File: src/rtl/mult_block_pkg.sv
// ----------------------------------------------------------------------------
// mult_block_pkg : shared types, constants and partial-product sum helper
// Rev 1.0 - initial release
// ----------------------------------------------------------------------------
`timescale 1ns/1ps
`default_nettype none

package mult_block_pkg;

  typedef enum logic [1:0] {
    IDLE  = 2'd0,
    FILL  = 2'd1,
    FULL  = 2'd2,
    DRAIN = 2'd3
  } mbb_state_t;

  localparam int MULT_PIPE_LAT = 3;

  // Wide enough for OP_WIDTH up to 64; callers sign/zero-extend into it and keep the low WIDTH bits.
  localparam int MBB_SUM_W = 136;

  function automatic logic [MBB_SUM_W-1:0] mbb_pp_sum(
    input logic [MBB_SUM_W-1:0] ll,
    input logic [MBB_SUM_W-1:0] lh,
    input logic [MBB_SUM_W-1:0] hl,
    input logic [MBB_SUM_W-1:0] hh,
    input int unsigned          half
  );
    return ll + (lh << half) + (hl << half) + (hh << (2 * half));
  endfunction

endpackage

`default_nettype wire

File: src/rtl/mult_block_buffer_pipe.sv
// ----------------------------------------------------------------------------
// mult_pipe : 3-stage half-width partial-product multiplier with valid/sign sideband
// Rev 1.0 - initial release
// ----------------------------------------------------------------------------
`timescale 1ns/1ps
`default_nettype none

module mult_pipe
  import mult_block_pkg::*;
#(
  parameter int OP_WIDTH = 16
) (
  input  logic                    clk,
  input  logic                    rst_n,
  input  logic                    in_valid,
  input  logic                    in_signed,
  input  logic [OP_WIDTH-1:0]     a,
  input  logic [OP_WIDTH-1:0]     b,
  output logic                    out_valid,
  output logic [2*OP_WIDTH-1:0]   out_prod
);

  localparam int HALF  = OP_WIDTH / 2;
  localparam int WIDTH = 2 * OP_WIDTH;
  localparam int PPW   = OP_WIDTH + 2;
  localparam int EXT   = MBB_SUM_W - PPW;

  // Upper halves carry the operand sign in signed mode; lower halves are always unsigned.
  logic [PPW-1:0] w_a_lo, w_a_hi, w_b_lo, w_b_hi;
  assign w_a_lo = {{(HALF+2){1'b0}}, a[HALF-1:0]};
  assign w_b_lo = {{(HALF+2){1'b0}}, b[HALF-1:0]};
  assign w_a_hi = {{(HALF+2){in_signed & a[OP_WIDTH-1]}}, a[OP_WIDTH-1:HALF]};
  assign w_b_hi = {{(HALF+2){in_signed & b[OP_WIDTH-1]}}, b[OP_WIDTH-1:HALF]};

  logic [PPW-1:0] r_pp_ll, r_pp_lh, r_pp_hl, r_pp_hh;
  logic           r_v1, r_s1;
  logic [WIDTH-1:0] r_sum;
  logic           r_v2;
  logic [WIDTH-1:0] r_prod;
  logic           r_v3;

  logic [MBB_SUM_W-1:0] w_ll, w_lh, w_hl, w_hh, w_full;
  assign w_ll = {{EXT{r_s1 & r_pp_ll[PPW-1]}}, r_pp_ll};
  assign w_lh = {{EXT{r_s1 & r_pp_lh[PPW-1]}}, r_pp_lh};
  assign w_hl = {{EXT{r_s1 & r_pp_hl[PPW-1]}}, r_pp_hl};
  assign w_hh = {{EXT{r_s1 & r_pp_hh[PPW-1]}}, r_pp_hh};
  assign w_full = mbb_pp_sum(w_ll, w_lh, w_hl, w_hh, HALF);

  logic w_unused_sum_hi;
  assign w_unused_sum_hi = &{1'b0, w_full[MBB_SUM_W-1:WIDTH]};

  always_ff @(posedge clk or negedge rst_n) begin
    if (!rst_n) begin
      r_pp_ll <= '0;
      r_pp_lh <= '0;
      r_pp_hl <= '0;
      r_pp_hh <= '0;
      r_v1    <= 1'b0;
      r_s1    <= 1'b0;
      r_sum   <= '0;
      r_v2    <= 1'b0;
      r_prod  <= '0;
      r_v3    <= 1'b0;
    end else begin
      r_v1 <= in_valid;
      if (in_valid) begin
        r_pp_ll <= w_a_lo * w_b_lo;
        r_pp_lh <= w_a_lo * w_b_hi;
        r_pp_hl <= w_a_hi * w_b_lo;
        r_pp_hh <= w_a_hi * w_b_hi;
        r_s1    <= in_signed;
      end
      r_v2 <= r_v1;
      if (r_v1) r_sum <= w_full[WIDTH-1:0];
      r_v3 <= r_v2;
      if (r_v2) r_prod <= r_sum;
    end
  end

  assign out_valid = r_v3;
  assign out_prod  = r_prod;

endmodule

`default_nettype wire

File: src/rtl/mult_block_buffer.sv
// ----------------------------------------------------------------------------
// mult_block_buffer : multiply operand pairs into a block memory, then drain it
// Optional signed multiply enabled by defining MULT_BLOCK_SIGNED_EN.
// Rev 1.0 - initial release
// ----------------------------------------------------------------------------
`timescale 1ns/1ps
`default_nettype none

module mult_block_buffer
  import mult_block_pkg::*;
#(
  parameter int OP_WIDTH = 16,
  parameter int LOGDEPTH = 6
) (
  input  logic                     clk,
  input  logic                     rst_n,
  input  logic                     EN_mult,
  output logic                     RDY_mult,
  input  logic [OP_WIDTH-1:0]      mult_input0,
  input  logic [OP_WIDTH-1:0]      mult_input1,
`ifdef MULT_BLOCK_SIGNED_EN
  input  logic                     mult_signed,
`endif
  input  logic                     EN_flush,
  output logic                     EN_writeMem,
  output logic [LOGDEPTH-1:0]      writeMem_addr,
  output logic [2*OP_WIDTH-1:0]    writeMem_val,
  input  logic                     EN_blockRead,
  output logic                     EN_readMem,
  output logic [LOGDEPTH-1:0]      readMem_addr,
  input  logic [2*OP_WIDTH-1:0]    readMem_val,
  output logic                     VALID_memVal,
  output logic [2*OP_WIDTH-1:0]    memVal_data,
  output logic [LOGDEPTH:0]        block_count,
  output logic                     busy
);

  localparam int WIDTH = 2 * OP_WIDTH;
  localparam logic [LOGDEPTH:0] DEPTH_CNT = {1'b1, {LOGDEPTH{1'b0}}};

  mbb_state_t          r_state;
  logic                r_rdy;
  logic [LOGDEPTH:0]   r_issued;
  logic [LOGDEPTH:0]   r_written;
  logic [LOGDEPTH:0]   r_block_count;
  logic                r_flush_pending;
  logic [LOGDEPTH-1:0] r_rd_addr;
  logic                r_en_read;
  logic                r_valid_mem;

  logic                w_sgn;
  logic                w_accept;
  logic                w_pipe_valid;
  logic [WIDTH-1:0]    w_pipe_prod;
  logic [LOGDEPTH:0]   w_issued_nxt;
  logic [LOGDEPTH:0]   w_written_nxt;
  logic                w_flush_nxt;

`ifdef MULT_BLOCK_SIGNED_EN
  assign w_sgn = mult_signed;
`else
  assign w_sgn = 1'b0;
`endif

  assign w_accept      = EN_mult && r_rdy;
  assign w_issued_nxt  = r_issued + (LOGDEPTH+1)'(w_accept);
  assign w_written_nxt = r_written + (LOGDEPTH+1)'(w_pipe_valid);
  assign w_flush_nxt   = r_flush_pending | EN_flush;

  mult_pipe #(
    .OP_WIDTH (OP_WIDTH)
  ) u_mult_pipe (
    .clk       (clk),
    .rst_n     (rst_n),
    .in_valid  (w_accept),
    .in_signed (w_sgn),
    .a         (mult_input0),
    .b         (mult_input1),
    .out_valid (w_pipe_valid),
    .out_prod  (w_pipe_prod)
  );

  always_ff @(posedge clk or negedge rst_n) begin
    if (!rst_n) begin
      r_state         <= IDLE;
      r_rdy           <= 1'b0;
      r_issued        <= '0;
      r_written       <= '0;
      r_block_count   <= '0;
      r_flush_pending <= 1'b0;
      r_rd_addr       <= '0;
      r_en_read       <= 1'b0;
      r_valid_mem     <= 1'b0;
    end else begin
      r_valid_mem <= r_en_read;
      case (r_state)
        IDLE: begin
          r_rdy <= 1'b1;
          if (w_accept) begin
            r_state  <= FILL;
            r_issued <= w_issued_nxt;
          end
        end
        FILL: begin
          r_issued        <= w_issued_nxt;
          r_written       <= w_written_nxt;
          r_block_count   <= w_written_nxt;
          r_flush_pending <= w_flush_nxt;
          // A flush only closes the block once every accepted pair has landed in memory.
          if ((w_written_nxt == DEPTH_CNT) || (w_flush_nxt && (w_issued_nxt == w_written_nxt))) begin
            r_state <= FULL;
            r_rdy   <= 1'b0;
          end else begin
            r_rdy <= (w_issued_nxt < DEPTH_CNT) && !w_flush_nxt;
          end
        end
        FULL: begin
          r_rdy <= 1'b0;
          if (EN_blockRead) begin
            r_state   <= DRAIN;
            r_en_read <= 1'b1;
            r_rd_addr <= '0;
          end
        end
        DRAIN: begin
          r_rdy <= 1'b0;
          if (r_en_read) begin
            if ({1'b0, r_rd_addr} == (r_block_count - (LOGDEPTH+1)'(1))) begin
              r_en_read <= 1'b0;
            end else begin
              r_rd_addr <= r_rd_addr + LOGDEPTH'(1);
            end
          end
          if (r_valid_mem && !r_en_read) begin
            r_state         <= IDLE;
            r_rdy           <= 1'b1;
            r_issued        <= '0;
            r_written       <= '0;
            r_block_count   <= '0;
            r_flush_pending <= 1'b0;
            r_rd_addr       <= '0;
          end
        end
        default: r_state <= IDLE;
      endcase
    end
  end

  assign RDY_mult      = r_rdy;
  assign EN_writeMem   = w_pipe_valid;
  assign writeMem_addr = r_written[LOGDEPTH-1:0];
  assign writeMem_val  = w_pipe_prod;
  assign EN_readMem    = r_en_read;
  assign readMem_addr  = r_rd_addr;
  assign VALID_memVal  = r_valid_mem;
  assign memVal_data   = r_valid_mem ? readMem_val : '0;
  assign block_count   = r_block_count;
  assign busy          = (r_state != IDLE);

endmodule

`default_nettype wire

File: config.mk
export PLATFORM = sky130hd
export DESIGN_NAME = mult_block_buffer
export DESIGN_NICKNAME = d
export VERILOG_FILES = /design/src/rtl/mult_block_pkg.sv /design/src/rtl/mult_block_buffer_pipe.sv /design/src/rtl/mult_block_buffer.sv
export SDC_FILE = /design/constraint.sdc
export NUM_CORES = 1
export LEC_CHECK = 0
export CAP_MARGIN = 20
export CORE_MARGIN = 3
export CORE_UTILIZATION = 44
export CTS_CLUSTER_DIAMETER = 80
export CTS_CLUSTER_SIZE = 12
export DETAILED_ROUTE_END_ITERATION = 8
export GPL_TIMING_DRIVEN = 0
export HOLD_SLACK_MARGIN = 0.05
export PLACE_DENSITY = 0.73
export SLEW_MARGIN = 20
export SYNTH_ARGS = -nofsm -noshare
export SYNTH_HDL_FRONTEND = slang
export SYNTH_SLANG_ARGS = --single-unit
File: constraint.sdc
create_clock -name clk -period 5.1 [get_ports clk]
set_clock_uncertainty 0.05 [all_clocks]
set_input_delay 1.53 -clock clk [delete_from_list [all_inputs] [get_ports clk]]
set_output_delay 1.53 -clock clk [all_outputs]
set_load 0.05 [all_outputs]
# After elaboration in Yosys (flattened, before gate mapping)
# Cells that the tools add are included.
# W data, S select, Z words.
[totals] elab_cells=83 out_inout_bits=88 reg_bits=163 inputBits=69
[op_classes] n_reduce_logical=17 n_mux=24 multipliers=4 eq_ne=12 magnitude_cmp=1 add_sub_neg=7 bitwise=1
[op_table] operator="$mul A8 B8 Y16" count=4
[op_table] operator="$add A32 B26 Y32" count=1
[op_table] operator="$add A32 B32 Y32" count=1
[op_table] operator="$mux W32" count=1
[op_table] operator="$add A18 B26 Y27" count=1
[op_table] operator="$mux W6" count=4
[op_table] operator="$pmux W7 S3" count=1
[op_table] operator="$add A7 B1 Y7" count=2
[op_table] operator="$mux W7" count=2
[op_table] operator="$pmux W7 S2" count=1
[op_table] operator="$pmux W6 S2" count=1
[op_table] operator="$mux W2" count=4
[op_table] operator="$pmux W2 S4" count=1
[op_table] operator="$reduce_and A4 Y1" count=2
[op_table] operator="$eq A6 B7 Y1" count=1
[op_table] operator="$eq A7 B7 Y1" count=1
[op_table] operator="$eq A7 B7 Y1 const B" count=1
[op_table] operator="$lt A7 B7 Y1 const B" count=1
[op_table] operator="$sub A7 B1 Y7 const B" count=1
[op_table] operator="$add A6 B1 Y6 const B" count=1
[op_table] operator="$mux W1" count=6
[op_table] operator="$ne A2 B2 Y1 const B" count=3
[op_table] operator="$ne A3 B3 Y1 const B" count=2
[op_table] operator="$reduce_bool A2 Y1" count=3
[op_table] operator="other kinds (13)" count=20

# Depth between registers and ports, before layout
[depth] depth_word=7 mapped_depth=21

# Cells and area by module
# Synthesis repeated with hierarchy kept, for this count alone.
[unflattened] cells_unflattened=1966 area_unflattened_um2=18900.6
[modules_own_cells] mod="mult_pipe" instances=1 area_each_um2=16771.1 cells_each=1719 seq_area_each_um2=3403.3
[modules_own_cells] mod="mult_block_buffer" instances=1 area_each_um2=2129.5 cells_each=247 seq_area_each_um2=650.6

# Worst setup path before layout
# OpenSTA, ideal clock, no wires.
[synth_path] kind="input to register" from="input mult_input1[15]" to="register u_mult_pipe.r_pp_hh[12]" setup_ns=0.136 stages=17 arrival_ns=5.467 required_ns=4.914 slack_ns=-0.553 path_cell_list="clkbuf_1 nand2_1 fa_1 fa_1 inv_1 fa_1 inv_1 fa_1 inv_1 ha_1 o21a_1 o21a_1 nand3_1 nor2_1 a2111oi_2 xor2_1 o21ai_0"
[synth_via] elab_chain_len=1
[synth_rtl] element="start: declaration" line="mult_block_buffer.sv:20" source="input logic [OP_WIDTH-1:0] mult_input1,"
[synth_rtl] element="$mul A8 B8 Y16" line="mult_block_buffer_pipe.sv:70" source="r_pp_hh <= w_a_hi * w_b_hi;"
[synth_rtl] element="end signal: assignment" line="mult_block_buffer_pipe.sv:70"
[synth_rtl] element="end: declaration" line="mult_block_buffer_pipe.sv:35" source="logic [PPW-1:0] r_pp_ll, r_pp_lh, r_pp_hl, r_pp_hh;"
# Every way passes these cells.
# A chain may end at the register's enable or synchronous reset.

# Worst setup path after layout
[layout_path] from="input mult_input1[10]" to="register u_mult_pipe.r_pp_lh[12]"
[layout_via] elab_chain_len=1
[layout_rtl] element="$mul A8 B8 Y16" line="mult_block_buffer_pipe.sv:68" source="r_pp_lh <= w_a_lo * w_b_hi;"
[layout_rtl] element="end signal: assignment" line="mult_block_buffer_pipe.sv:68"
[layout_rtl] element="end: declaration" line="mult_block_buffer_pipe.sv:35"
# Every way passes these cells.

==> metrics.cfg <==
[placement]
port_buffers = 156
gp_congestion = 0.9053
dp_hpwl_mm = 35.27
dp_slack_ps = -1478

[synth]
synth_top_area_frac = 0.2309
synth_mux_area_frac = 0.03904
synth-compound-area-share = 0.1071
synth_fa_ha_area_frac = 0.3201
synthCells = 1853
ys_seq_elements = 157
ys.flop_type = dfrtp_1
yosysSeqAreaShare = 0.2309
yosysUniqueCellTypes = 78
yosysMostFrequentCell = inv_1
yosys-top-cells-area = dfrtp_1 (23%), fa_1 (18%), ha_1 (14%)
avgSynthCellArea_um2 = 9.184
yosys.area_share.simple = 0.1773
synth_top_family_by_area = adder cells
syn_area_um2 = 17020
ys_warn_count = 0
synth_edf_count = 0
syn-num-nets = 2265
synth-xor-area-share = 0.04529
yosysTopAreaCell = dfrtp_1
ys_top_cells_by_count = inv_1 (276), and2_1 (212), nand2_1 (209)
async_flop_share = 1.000

[cells_and_area]
drive_above_1_share = 0.2103
area_delta_synth_final_pct = 30.20
fillCellCount = 3202
nets = 2525
fin_util = 0.5841

[detailed_routing]
wl_per_cell_um = 17.70
vias_per_cell = 5.286
drt-total-wl_mm = 46.73
vias = 13960
drt_pre_antenna_iters = 5
drc = 0
drt-initial-drc-count = 878
antenna_left = 0

[clocking]
max-clock-path-buffers = 2
cts_root_buf = clkbuf_16
clk_pin_slew_worst_paths_ps = 70
clock-sinks = 157
cts_made_buffers = 17
cts_tree = yes
insertion_delay_ps = 440
htree_levels = 4

[worst_setup_path]
cpMostUsedCell = fa_1
cp-end-kind = register
crit_arrival_ps = 5530
critPathMaxStageDelay_ps = 530
crit_family = adder cells
path_cells = buf_12, clkbuf_16, buf_12, and2_4, fa_1, fa_1, fa_1, inv_1, fa_1, inv_2, ha_4, o21a_1, o21a_1, nand3_1, nor2_1, a2111oi_2, xor2_1, o21ai_1
worst_ep_required_time_ps = 5360
startpoint_type = input pin
r2r_end = u_mult_pipe.r_sum[30]$_DFFE_PN0P_
crit_slowest_cell = fa_1
rrSetupSlack_ps = 290
worstRegToRegCells = 18
critPathBufInv = 5
rr_startpoint = u_mult_pipe.r_pp_lh[1]$_DFFE_PN0P_
path_max_fanout = 5
critPathKind = in2reg

[worst_hold_path]
hp-class = reg2reg
whs_path_depth = 0
hp-start = u_mult_pipe.r_v2$_DFF_PN0_
whs_endpoint = u_mult_pipe.out_valid$_DFF_PN0_

[sta]
tightest_slew_ps = 645.5
rsz0062_at_grt = true
setup_viol = 12
fmax_mhz = 189.5
finalWorstSetupSlack_ps = -176.8
period_needed_ps = 5277
relSlewSlack = 0.5697
maxSlewViolCount = 0
hold_viol = 0
fin_crit_sh = 1.035

[global_routing]
track_usage = 0.2242
antenna_found_initial = 3
grt_pass1_vias = 14350
grt_max_degree = 102
grt_pass1_wl_mm = 74.70
overflow = 0

[power_and_ir_drop]
p_leak_nw = 10.59
max-vdd-ir-drop_uv = 291.6
powerDensity_nw_per_um2 = 540.6

[outcome]
violations = negative setup slack
status = complete, but fails checks

[floorplan]
core_um2 = 37930
boundaryPins = 157
initial_core_util = 0.4486
die_h_um = 202.7
die_area_um2 = 41070
rows = 71
die_x_um = 202.7

[run]
cap_violations = 0

[per-stage QoR]
step                hold WS, ps  area (um^2)  power (mW)  instances  TNS (ps)
CTS                       347.3        21450       11.32       2612    -414.9
floorplan                 301.9        17680       7.732       1853    -846.3
detailed placement        325.4        19910       9.619       2521    -40700
global placement          328.5        19880       9.462       2520   -627200
finish                    340.5        22160       11.98       2640    -937.1
global route              348.8        22160       12.99       2640     -2641
[cell usage in the layout, fill, tap and decap left out, types with 10 or more instances in the layout]
cell type,count
ha_1,155
a21o_1,25
a21oi_2,12
xor2_1,39
fa_1,141
and2_4,27
a211oi_1,10
inv_1,252
and2_1,185
a21oi_1,41
xnor2_1,41
clkbuf_16,34
ha_4,30
inv_2,23
clkdlybuf4s50_1,123
buf_4,73
clkbuf_1,28
o21a_1,14
nand3_1,19
buf_6,29
dfrtp_1,157
buf_8,10
mux2_2,54
nor3_1,12
nor2_1,42
and3_1,12
o21ai_1,13
o21ai_0,66
fa_2,13
nand2_1,200
[cells by family after synthesis]
logic type,Yosys count
xor gates and xnor gates,88
buffers and inverters,351
DFF,157
muxes,59
AOI/OAI and AO/OA,276
and+or+nand+nor,579
adders and majority gates,343
[worst max-delay path by stage]
stage / startpoint / to / slack, ps / depth (start not counted)
floorplan: mult_input0[11] / u_mult_pipe.r_pp_hh[12]$_DFFE_PN0P_ / -210 / 18
global placement: rst_n / r_issued[5]$_DFFE_PN0P_ / -3770 / 1
detailed placement: mult_input1[0] / u_mult_pipe.r_pp_hl[12]$_DFFE_PN0P_ / -1480 / 16
CTS: mult_input0[11] / u_mult_pipe.r_pp_hh[12]$_DFFE_PN0P_ / -150 / 19
global route: mult_input0[11] / u_mult_pipe.r_pp_hh[14]$_DFFE_PN0P_ / -260 / 20
finish: mult_input1[10] / u_mult_pipe.r_pp_lh[12]$_DFFE_PN0P_ / -180 / 18
[report_power, final]
part / internal [mW] / leakage, nW / switching, mW
registers: 1.77 / 1.97 / 0.369
clock network: 0.731 / 0.276 / 0.537
logic: 3.80 / 8.35 / 4.77
[per-layer routing]
| metal | up-vias | wire, um | GRT usage |
|---|---|---|---|
| met5 | - | 0 | 0 |
| met4 | 0 | 1567 | 0.08092 |
| met3 | 97 | 2875 | 0.03575 |
| met2 | 488 | 22090 | 0.3707 |
| met1 | 6827 | 20200 | 0.2998 |
| li1 | 6544 | - | - |
[flip-flops by register name, indices dropped and copies added, names as in the netlist]
| register | cells |
|---|---|
| u_mult_pipe.r_pp_hh | 16 |
| u_mult_pipe.r_v1 | 1 |
| u_mult_pipe.r_sum | 32 |
| readMem_addr | 6 |
| u_mult_pipe.out_prod | 32 |
| VALID_memVal | 1 |
| u_mult_pipe.r_pp_hl | 16 |
| block_count | 7 |
| EN_readMem | 1 |
| u_mult_pipe.r_pp_lh | 16 |
| r_flush_pending | 1 |
| u_mult_pipe.r_v2 | 1 |
| u_mult_pipe.out_valid | 1 |
| RDY_mult | 1 |
| u_mult_pipe.r_pp_ll | 16 |
| r_issued | 7 |
| r_state | 2 |
[final cells by class]
cell class / count / area, um^2 / share of cell area
diodes: 3 / 7.507 / 0.0003388
plain buffers: 75 / 835.8 / 0.03772
clock buffers: 19 / 432.9 / 0.01954
clock inverters: 13 / 152.6 / 0.006889
inverters: 276 / 1039 / 0.04687
multi-input cells: 1345 / 12740 / 0.5750
flip-flops and latches: 157 / 3929 / 0.1773
well taps: 511 / 639.4 / 0.02886
repair buffers: 241 / 2382 / 0.1075
[timing repair]
action                                  in CTS  in global routing
pin swaps                                   65                 88
gates cloned                                 5                  2
resized for setup                          277                137
endpoints found under the setup margin      41                 36
hold buffers                                 0                  0
setup buffers                               54                 25
(Power assumes the default switching activity.)
